File: src/rtl/video_dram_req.sv
// Video line fetch requester: issues up to four outstanding DRAM word reads per line
// and tracks returned words into 32-bit fetch pairs. Option: VIDEO_DRAM_REQ_WRAP_EN (page-wrapped addressing).
module video_dram_req (
  input  logic        clk,
  input  logic        res,
  input  logic        line_start,
  input  logic [20:0] line_addr,
  input  logic [7:0]  word_cnt,
  output logic        video_go,
  output logic [20:0] video_addr,
  input  logic        video_next,
  input  logic        video_strobe,
  output logic [3:0]  f_sel,
  output logic [1:0]  b_sel,
  output logic        fetch_stb,
  output logic        busy,
  output logic        line_done,
  output logic        proto_err
);

  typedef enum logic [1:0] {IDLE, REQ, DRAIN} state_t;

  state_t      state_reg, state_next;
  logic [20:0] addr_reg, addr_next, addr_inc;
  logic [7:0]  remaining_reg, remaining_next;
  logic [2:0]  outstanding_reg, outstanding_next;
  logic        half_reg, half_next;
  logic        fetch_stb_reg, fetch_stb_next;
  logic        line_done_reg, line_done_next;
  logic        proto_err_reg, proto_err_next;
  logic        accept, counted_strobe;

  assign video_go       = (state_reg == REQ) && (remaining_reg != 8'd0) && (outstanding_reg < 3'd4);
  assign accept         = video_go && video_next;
  assign counted_strobe = video_strobe && (outstanding_reg != 3'd0);

`ifdef VIDEO_DRAM_REQ_WRAP_EN
  // Stay inside the 512-word page selected at line start.
  assign addr_inc = {addr_reg[20:9], addr_reg[8:0] + 9'd1};
`else
  assign addr_inc = addr_reg + 21'd1;
`endif

  always_comb begin
    state_next       = state_reg;
    addr_next        = addr_reg;
    remaining_next   = remaining_reg;
    outstanding_next = outstanding_reg;
    half_next        = half_reg;
    fetch_stb_next   = counted_strobe && half_reg;
    line_done_next   = 1'b0;
    proto_err_next   = proto_err_reg || (video_strobe && (outstanding_reg == 3'd0));

    if (accept) begin
      addr_next      = addr_inc;
      remaining_next = remaining_reg - 8'd1;
    end
    if (accept && !counted_strobe)
      outstanding_next = outstanding_reg + 3'd1;
    else if (!accept && counted_strobe)
      outstanding_next = outstanding_reg - 3'd1;
    if (counted_strobe)
      half_next = ~half_reg;

    case (state_reg)
      IDLE: begin
        if (line_start) begin
          if (word_cnt != 8'd0) begin
            state_next     = REQ;
            addr_next      = line_addr;
            remaining_next = word_cnt;
            half_next      = 1'b0;
          end else begin
            line_done_next = 1'b1;
          end
        end
      end
      REQ: begin
        if (remaining_reg == 8'd0)
          state_next = DRAIN;
      end
      DRAIN: begin
        // An odd word count leaves a half-filled fetch word; flush it with line_done.
        if (outstanding_reg == 3'd0) begin
          state_next     = IDLE;
          line_done_next = 1'b1;
          fetch_stb_next = half_reg;
          half_next      = 1'b0;
        end
      end
      default: state_next = IDLE;
    endcase
  end

  always_ff @(posedge clk) begin
    if (res) begin
      state_reg       <= IDLE;
      addr_reg        <= '0;
      remaining_reg   <= '0;
      outstanding_reg <= '0;
      half_reg        <= 1'b0;
      fetch_stb_reg   <= 1'b0;
      line_done_reg   <= 1'b0;
      proto_err_reg   <= 1'b0;
    end else begin
      state_reg       <= state_next;
      addr_reg        <= addr_next;
      remaining_reg   <= remaining_next;
      outstanding_reg <= outstanding_next;
      half_reg        <= half_next;
      fetch_stb_reg   <= fetch_stb_next;
      line_done_reg   <= line_done_next;
      proto_err_reg   <= proto_err_next;
    end
  end

  assign video_addr = addr_reg;
  assign f_sel      = half_reg ? 4'b1100 : 4'b0011;
  assign b_sel      = 2'b10;
  assign fetch_stb  = fetch_stb_reg;
  assign busy       = (state_reg != IDLE);
  assign line_done  = line_done_reg;
  assign proto_err  = proto_err_reg;

endmodule

File: config.mk
export PLATFORM = sky130hd
export DESIGN_NAME = video_dram_req
export DESIGN_NICKNAME = d
export VERILOG_FILES = /design/src/rtl/video_dram_req.sv
export SDC_FILE = /design/constraint.sdc
export NUM_CORES = 1
export LEC_CHECK = 0
export CAP_MARGIN = 20
export CORE_MARGIN = 5
export CORE_UTILIZATION = 50
export DETAILED_ROUTE_END_ITERATION = 12
export HOLD_SLACK_MARGIN = 0.12
export PLACE_DENSITY = 0.85
export SYNTH_ARGS = -nofsm -noshare
export SYNTH_HDL_FRONTEND = slang
export SYNTH_SLANG_ARGS = --single-unit
File: constraint.sdc
create_clock -name clk -period 5.1 [get_ports clk]
set_clock_uncertainty 0.15 [all_clocks]
set_input_delay 1.02 -clock clk [delete_from_list [all_inputs] [get_ports clk]]
set_output_delay 1.02 -clock clk [all_outputs]
set_load 0.01 [all_outputs]
== After elaboration in Yosys (flattened, before gate mapping) ==
Index checks and enable logic that the tools add are counted.
Widths: inputs -> output; s select.
Word-level totals
  register bits: 38
  output and inout port bits: 32
  word-level logic and storage cells: 67
Operators by class
  $add $sub $neg: 4
  magnitude comparators: 1
  equal/unequal tests: 6
  muxes and demuxes: 27
  bitwise operators: 1
  reduce and logical (&&, ||, !) cells: 20
Operator list (count)
  $mux 21: 4
  $mux 8: 4
  $add 21x1->21 const B: 1
  $reduce_bool 8->1: 2
  $mux 1: 9
  $logic_and 1x1->1: 8
  $logic_not 8->1: 1
  $mux 2: 4
  $sub 8x1->8 const B: 1
  $mux 3: 2
  $ne 2x2->1 const B: 3
  $pmux 2 s3: 1
  $mux 4: 1
  $pmux 1 s2: 2
  $reduce_and 4->1: 1
  $reduce_bool 2->1: 2
  $add 3x1->3 const B: 1
  $logic_not 3->1: 1
  $lt 3x3->1 const B: 1
  $reduce_bool 3->1: 1
  $sub 3x1->3 const B: 1
  $eq 2x1->1 const B: 1
  $eq 2x2->1 const B: 1
  $logic_not 1->1: 2
  4 further kinds: 4

== Depth between registers and ports, before layout ==
Gate-level depths: netlist of the first run.
  depth in word-level cells: 8
  gate-level depth with buffers: 11
  gate-level depth less buffers: 10

== Worst setup path before layout of the first run ==
No wires, ideal clock.
  path type: input to register
  from: in video_next
  to: reg outstanding_reg[2]
  setup time: 0.071 ns
  data arrival time: 2.759 ns
  slack: 2.120 ns
  stages: 9
  path buffers: 1
  cell sequence: nand4bb_1 a21oi_1 buf_2 ha_1 inv_1 fa_1 xor2_1 or3_1 a21oi_1
Between the ends
  cells in the longest elaborated chain, start to end: 4
  elaborated cells on any way between the ends: 6
  those cells by class: mux (1); reduce/logical (5)
Ends and longest elaborated chain
  start, declared: line 11  | input logic video_next,
  $logic_and 1x1->1 (*): line 34  | assign accept = video_go && video_next;
  $logic_not 1->1: line 60  | else if (!accept && counted_strobe)
  $logic_and 1x1->1: line 60
  $reduce_bool 2->1 (no line)
  end signal, assigned: line 109  | outstanding_reg <= outstanding_next;
  end, declared: line 26  | logic [2:0] outstanding_reg, outstanding_next;
Every way passes the cells marked *; elsewhere a longest branch is shown, timed or not.
A chain may end at the register's enable or synchronous reset.

== Worst setup path in the final report of the first run ==
  from: reg remaining_reg[0]
  to: out video_go
Between the ends
  cells in the longest elaborated chain, start to end: 3
Ends and longest elaborated chain
  start, declared: line 25  | logic [7:0] remaining_reg, remaining_next;
  start signal, assigned: line 108  | remaining_reg <= remaining_next;
  $reduce_bool 8->1: line 33  | assign video_go = (state_reg == REQ) && (remaining_reg != 8'd0) && (outstanding_reg < 3'd4);
  $logic_and 1x1->1 (2 in a row): line 33
  end, declared: line 9  | output logic video_go,
No other way between the ends.

==> results of run 1 <==
[where the power goes]
part / switching [mW] / internal (mW)
Combinational: 0.163 / 0.180
Sequential: 0.0589 / 0.345
Clock: 0.110 / 0.109
Total: 0.332 / 0.634
[final cells by class]
type / instances / area [sq um]
Tap cell: 50 / 62.6
Timing Repair Buffer: 66 / 653
Fill cell: 333 / 1230
Clock buffer: 7 / 86.3
Inverter: 7 / 26.3
Sequential cell: 38 / 761
Multi-Input combinational cell: 191 / 1240
Clock inverter: 1 / 5.00
[cells in the mapped netlist, drive strengths merged, types with 2 or more instances]
cell / n / area [sq um]
ha: 5 / 62.6
and4: 2 / 17.5
or4: 3 / 26.3
a21oi: 9 / 45.0
o22ai: 2 / 12.5
nand4: 6 / 37.5
conb: 2 / 7.51
nand3: 12 / 65.1
buf: 14 / 86.3
and3: 3 / 18.8
and2: 2 / 12.5
inv: 7 / 26.3
nand2b: 4 / 25.0
nor2: 35 / 131
o21a: 3 / 22.5
clkbuf: 2 / 7.51
xnor2: 12 / 105
nor3: 9 / 50.1
dfxtp: 38 / 761
mux2i: 2 / 20.0
o21ai: 10 / 50.0
a211oi: 17 / 138
nand2: 19 / 71.3
xor2: 14 / 123
nor4: 5 / 37.5
[layer usage]
metal / vias to the layer above / part of all wire / GRT usage
li1: 999 / - / -
met1: 911 / 0.43 / 0.234
met2: 56 / 0.49 / 0.325
met3: 15 / 0.044 / 0.0414
met4: 0 / 0.034 / 0.107
met5: - / 0 / 0
[worst reg2reg max path: cells and delay by family, from the launching register on]
kind / cells / cell delay [ns]
flip-flops: 1 / 0.39
AND/OR/NAND/NOR: 2 / 0.49
buffers and inverters: 3 / 0.37
adder cells (fa/ha/maj): 3 / 0.78
AO/OA/AOI/OAI: 2 / 0.30
XOR/XNOR: 1 / 0.15
[stage by stage]
| step | hold WS, ns | area, sq um | utilization |
|---|---|---|---|
| 3_3_place_gp | 0.312 | 2740 | 0.675 |
| 6_report | 0.342 | 2830 | 0.698 |
| 4_1_cts | 0.345 | 2830 | 0.698 |
| 3_5_place_dp | 0.324 | 2740 | 0.675 |
| 2_1_floorplan | 0.324 | 2120 | - |
| 5_1_grt | 0.379 | 2830 | 0.698 |
[layout by cell type (no fill, tap or decap), types with 2 or more instances in the layout]
cell and count:
xor2_1 14, mux2i_1 2, ha_1 5, clkbuf_8 6
dfxtp_1 38, nor4_1 4, nand2_1 19, a211oi_2 2
a211oi_1 15, and3_1 3, buf_4 3, xnor2_1 12
and4_1 2, a21oi_1 9, nand4_1 6, conb_1 2
or4_1 2, nor2_1 35, nand3_1 11, o21ai_1 7
nor3_1 8, o21a_1 3, inv_1 7, clkdlybuf4s50_1 63
and2_1 2, nand2b_1 4, o21ai_0 3, o22ai_1 2
[cell families after synthesis]
group	count (synthesis)	synth area share
xor gates and xnor gates	26	0.108
other	2	0.00355
buffers and inverters	23	0.0567
adders and majority gates	6	0.0390
DFF	38	0.359
AOI/OAI and AO/OA	44	0.147
and+or+nand+nor	110	0.272
muxes	3	0.0148
[how the worst min path moves through the flow]
stage                     cells after the start  slack, ns           end         start
after global routing                          2       0.38     proto_err     proto_err
after global placement                        2       0.31     proto_err     proto_err
after CTS                                     2       0.35     proto_err     proto_err
after floorplan                               2       0.32  state_reg[1]  state_reg[1]
after detailed placement                      2       0.32     proto_err     proto_err
final                                         2       0.34     proto_err     proto_err
==> results.py, run 1 <==
metrics = {
    "outcome": {
        "status": "finished clean",
    },
    "cts": {
        "root_buffer": "clkbuf_8",
        "tritoncts": "done",
        "cts_buffer_depth": 2,
        "ctsResizeCount": 0,
        "cts_sinks": 38,
        "clock_latency_ns": 0.30,
        "clkTransAtPathRegs_ns": 0.08,
        "post_cts_buffers": 0,
        "cts_hold_buf": 0,
        "cts_made_buffers": 5,
        "h-tree-depth": 2,
    },
    "critical_path": {
        "path_cells": "inv_1, ha_1, or3b_1, o21ai_0, nor2_1, clkdlybuf4s50_1",
        "reg2reg_slack_ns": 2.42,
        "path_depth": 6,
        "worstReg2RegStart": "remaining_reg[0]",
        "r2r_cells": 11,
        "crit_path_max_incr_delay_ns": 0.48,
        "start_kind": "register",
        "cp_max_fo": 4,
        "crit_type": "reg -> out",
        "critical_path_buf_inv_count": 2,
        "worst_ep_arrival_time_ns": 2.15,
        "worst_r2r_endpoint": "outstanding_reg[2]",
        "worstPathRequired_ns": 3.93,
        "critical-path-top-delay-family": "buffers and inverters",
        "crit_end": "video_go",
        "crit_slowest_cell": "clkdlybuf4s50_1",
        "endpoint_kind": "output port",
        "startpoint": "remaining_reg[0]",
    },
    "route": {
        "wirelength_um": 5240,
        "first_iter_violations": 95,
        "vias_per_cell": 5.50,
        "vias": 1981,
        "drt-pass1-iter-count": 4,
        "antenna_left": 0,
        "wire_per_inst_um": 14.5,
        "drcViolationCount": 0,
    },
    "job": {
        "maxCapViolCount": 0,
    },
    "floorplan": {
        "start_util": 0.522,
        "dieArea_sq_mm": 0.00564,
        "design.portCount": 66,
        "die-width_um": 75.1,
        "num_rows": 23,
        "die_y_um": 75.1,
        "coreArea_sq_mm": 0.00406,
    },
    "global_routing": {
        "grt_max_degree": 35,
        "grt-ovfl-total": 0,
        "grt_pass1_wl_um": 8470,
        "grt_pass1_vias": 1957,
        "grtUsageTotal": 0.195,
        "antenna_found_initial": 0,
    },
    "synth": {
        "synth_ff_type": "dfxtp_1",
        "synthArstFlopShare": 0,
        "synth-warning-count": 0,
        "synth_edf_count": 0,
        "synth_cells": 252,
        "ys_seq_elements": 38,
        "synth.cell_area_sq_mm": 0.00212,
        "syn_area_per_cell_sq_um": 8.40,
        "ys_seq_area_frac": 0.359,
        "ys_types": 48,
        "synth.net_count": 292,
    },
    "pwr": {
        "vdd_drop_max_v": 0.000189,
        "p_per_area_mw_per_mm2": 341,
        "p_total_mw": 0.966,
        "p_leak_nw": 0.989,
    },
    "sta": {
        "tns_ns": 0,
        "min_period_ns": 3.32,
        "post-route-period-util": 0.651,
        "setup_viol": 0,
        "rsz0062_at_grt": "false",
        "report.final.slew_viol_count": 0,
        "setup_slack_ns": 1.78,
        "fmax_ghz": 0.301,
        "hold_violations": 0,
    },
    "placement": {
        "dp_slack_ns": 1.51,
        "port_buffers": 63,
        "place_hpwl_um": 3870,
        "dp_cells": 352,
        "routabilityCongestion": 0.868,
    },
    "min_path": {
        "hold_path_class": "reg -> reg",
    },
    "finish": {
        "largest_reg_flops": 21,
        "insertedDiodeCount": 0,
        "layout.cells.non_filler": 360,
        "layout-drive-gt1-share": 0.0645,
        "area_delta_synth_final_pct": 33.7,
        "nets": 349,
    },
}
(Power assumes the default switching activity.)
==> run 2, diff against run 1 <==
Settings changed: CORE_UTILIZATION 50 to 47, PLACE_DENSITY 0.85 to 0.81.
Clock period 5.1 ns to 3.34 ns, I/O delays scaled along.
==> run 2 against run 1 <==
  * Power rose by 49%
  * Register-to-register slack worse by 1.6 ns
  * Clock power is 36% higher
  * Utilization decreased by 4.8 points
  * First-iteration DRC count down 5.3%
  * Global-route usage decreased by 2.0 points
  * Largest cell class unchanged
  * Wire length decreased by 3.3%
  * Highest routed layer unchanged
  * Count of clock-buffer cells in the layout unchanged
==> results.py, run 2 (synthesized netlist as in run 1, its figures left out) <==
metrics = {
    "outcome": {
        "status": "finished clean",
    },
    "cts": {
        "root_buffer": "clkbuf_8",
        "cts_sinks": 38,
        "cts_made_buffers": 5,
        "post_cts_buffers": 0,
        "clkTransAtPathRegs_ns": 0.07,
        "cts_hold_buf": 0,
        "tritoncts": "done",
        "cts_buffer_depth": 2,
        "ctsResizeCount": 0,
        "clock_latency_ns": 0.28,
        "h-tree-depth": 2,
    },
    "pwr": {
        "p_int_mw": 0.952,
        "p_total_mw": 1.44,
        "netSwitchingFraction": 0.340,
        "p_clk_frac": 0.206,
        "comb_power_share": 0.368,
        "p_per_area_mw_per_mm2": 509,
        "p_sw_mw": 0.489,
        "vdd_drop_max_v": 0.000242,
        "seqPwrFrac": 0.426,
        "p_leak_nw": 0.984,
    },
    "critical_path": {
        "worstPathRequired_ns": 2.52,
        "crit_slowest_cell": "clkdlybuf4s50_1",
        "worst_ep_arrival_time_ns": 2.14,
        "critical-path-top-delay-family": "buffers and inverters",
        "endpoint_kind": "output port",
        "crit_type": "reg -> out",
        "cp_max_fo": 4,
        "crit_path_max_incr_delay_ns": 0.49,
        "start_kind": "register",
        "critical_path_buf_inv_count": 2,
        "path_cells": "inv_1, ha_1, or3b_1, o21ai_0, nor2_1, clkdlybuf4s50_1",
    },
    "sta": {
        "rsz0062_at_grt": "false",
        "slew_headroom": 0.532,
        "fmax_ghz": 0.339,
        "post-route-period-util": 0.884,
        "report.final.slew_viol_count": 0,
        "hold_violations": 0,
        "worst_pin_slew_ns": 0.700,
        "setup_viol": 0,
        "tns_ns": 0,
        "setup_slack_ns": 0.386,
        "min_period_ns": 2.95,
    },
    "route": {
        "first_iter_violations": 90,
        "antenna_left": 0,
        "wire_per_inst_um": 14.0,
        "vias_per_cell": 5.31,
        "drcViolationCount": 0,
        "wirelength_um": 5060,
        "drt-pass1-iter-count": 4,
        "vias": 1917,
    },
    "finish": {
        "mostFrequentLayoutCell": "clkdlybuf4s50_1",
        "fill_cells": 375,
        "nets": 349,
        "layout.cells.non_filler": 361,
        "layout_common_cells": "clkdlybuf4s50_1, dfxtp_1, nor2_1",
        "fin_util": 0.650,
        "largest_reg_flops": 21,
        "area_delta_synth_final_pct": 33.7,
        "insertedDiodeCount": 0,
        "layout-drive-gt1-share": 0.0583,
    },
    "global_routing": {
        "antenna_found_initial": 0,
        "grt_pass1_vias": 1885,
        "grt-ovfl-total": 0,
        "grt_max_degree": 43,
        "grtUsageTotal": 0.175,
        "grt_pass1_wl_um": 8590,
    },
    "placement": {
        "dp_slack_ns": 0.333,
        "port_buffers": 63,
        "dp_cells": 354,
        "place_hpwl_um": 3770,
        "routabilityCongestion": 0.780,
    },
    "floorplan": {
        "die_y_um": 77.1,
        "coreArea_sq_mm": 0.00435,
        "dieArea_sq_mm": 0.00595,
        "die-width_um": 77.1,
        "start_util": 0.486,
        "num_rows": 24,
        "design.portCount": 66,
    },
    "job": {
        "maxCapViolCount": 0,
    },
    "min_path": {
        "hold_path_class": "reg -> reg",
    },
}
-- run 2: changes by cell type in the layout (fill, tap and decap cells not counted) --
cell | before | now
buf_12 | 0 | 1
buf_4 | 3 | 2
clkbuf_1 | 1 | 2
clkinv_2 | 1 | 0
clkbuf_8 | 6 | 5
-- run 2: cell type report --
type                       instances  area, sq um  area share
multi-input combinational        191         1240       0.437
timing repair buffer              66          666       0.235
tap                               52         65.1      0.0230
clock buffer                       7         76.3      0.0270
inverter                           7         26.3     0.00928
sequential                        38          761       0.269
-- run 2: worst paths after layout --
| kind | startpoint | endpoint | slack, ns | cells after the start |
|---|---|---|---|---|
| max | remaining_reg[0] | video_go | 0.39 | 6 |
| min | proto_err | proto_err | 0.34 | 2 |
| max reg2reg | remaining_reg[0] | outstanding_reg[2] | 0.84 | 10 |
| min reg2reg | proto_err | proto_err | 0.34 | 2 |
-- run 2: power groups by stage --
stage / Sequential, mW / Clock [mW] / Combinational, mW
2_1_floorplan: 0.622 / 0 / 0.326
3_3_place_gp: 0.619 / 0 / 0.523
3_5_place_dp: 0.622 / 0 / 0.533
4_1_cts: 0.614 / 0.302 / 0.538
5_1_grt: 0.627 / 0.332 / 0.595
6_report: 0.614 / 0.297 / 0.531
-- run 2: metrics by stage --
stage	instance area, sq um	hold WS (ns)
after floorplan	2120	0.324
after global placement	2750	0.302
after detailed placement	2750	0.329
after CTS	2830	0.348
after global routing	2830	0.394
final	2830	0.336
-- run 2: routing by layer --
metal | up-vias | part of all wire | track usage
met5 | - | 0 | 0
met4 | 0 | 0.0024 | 0.0481
met3 | 2 | 0.084 | 0.0773
met2 | 61 | 0.46 | 0.278
met1 | 860 | 0.45 | 0.213
li1 | 994 | - | -
-- run 2: worst min-delay path, cell delays in order (launching register included) --
cell     delay [ns]
dfxtp_1        0.33
a21oi_1        0.04
nor2_1         0.07
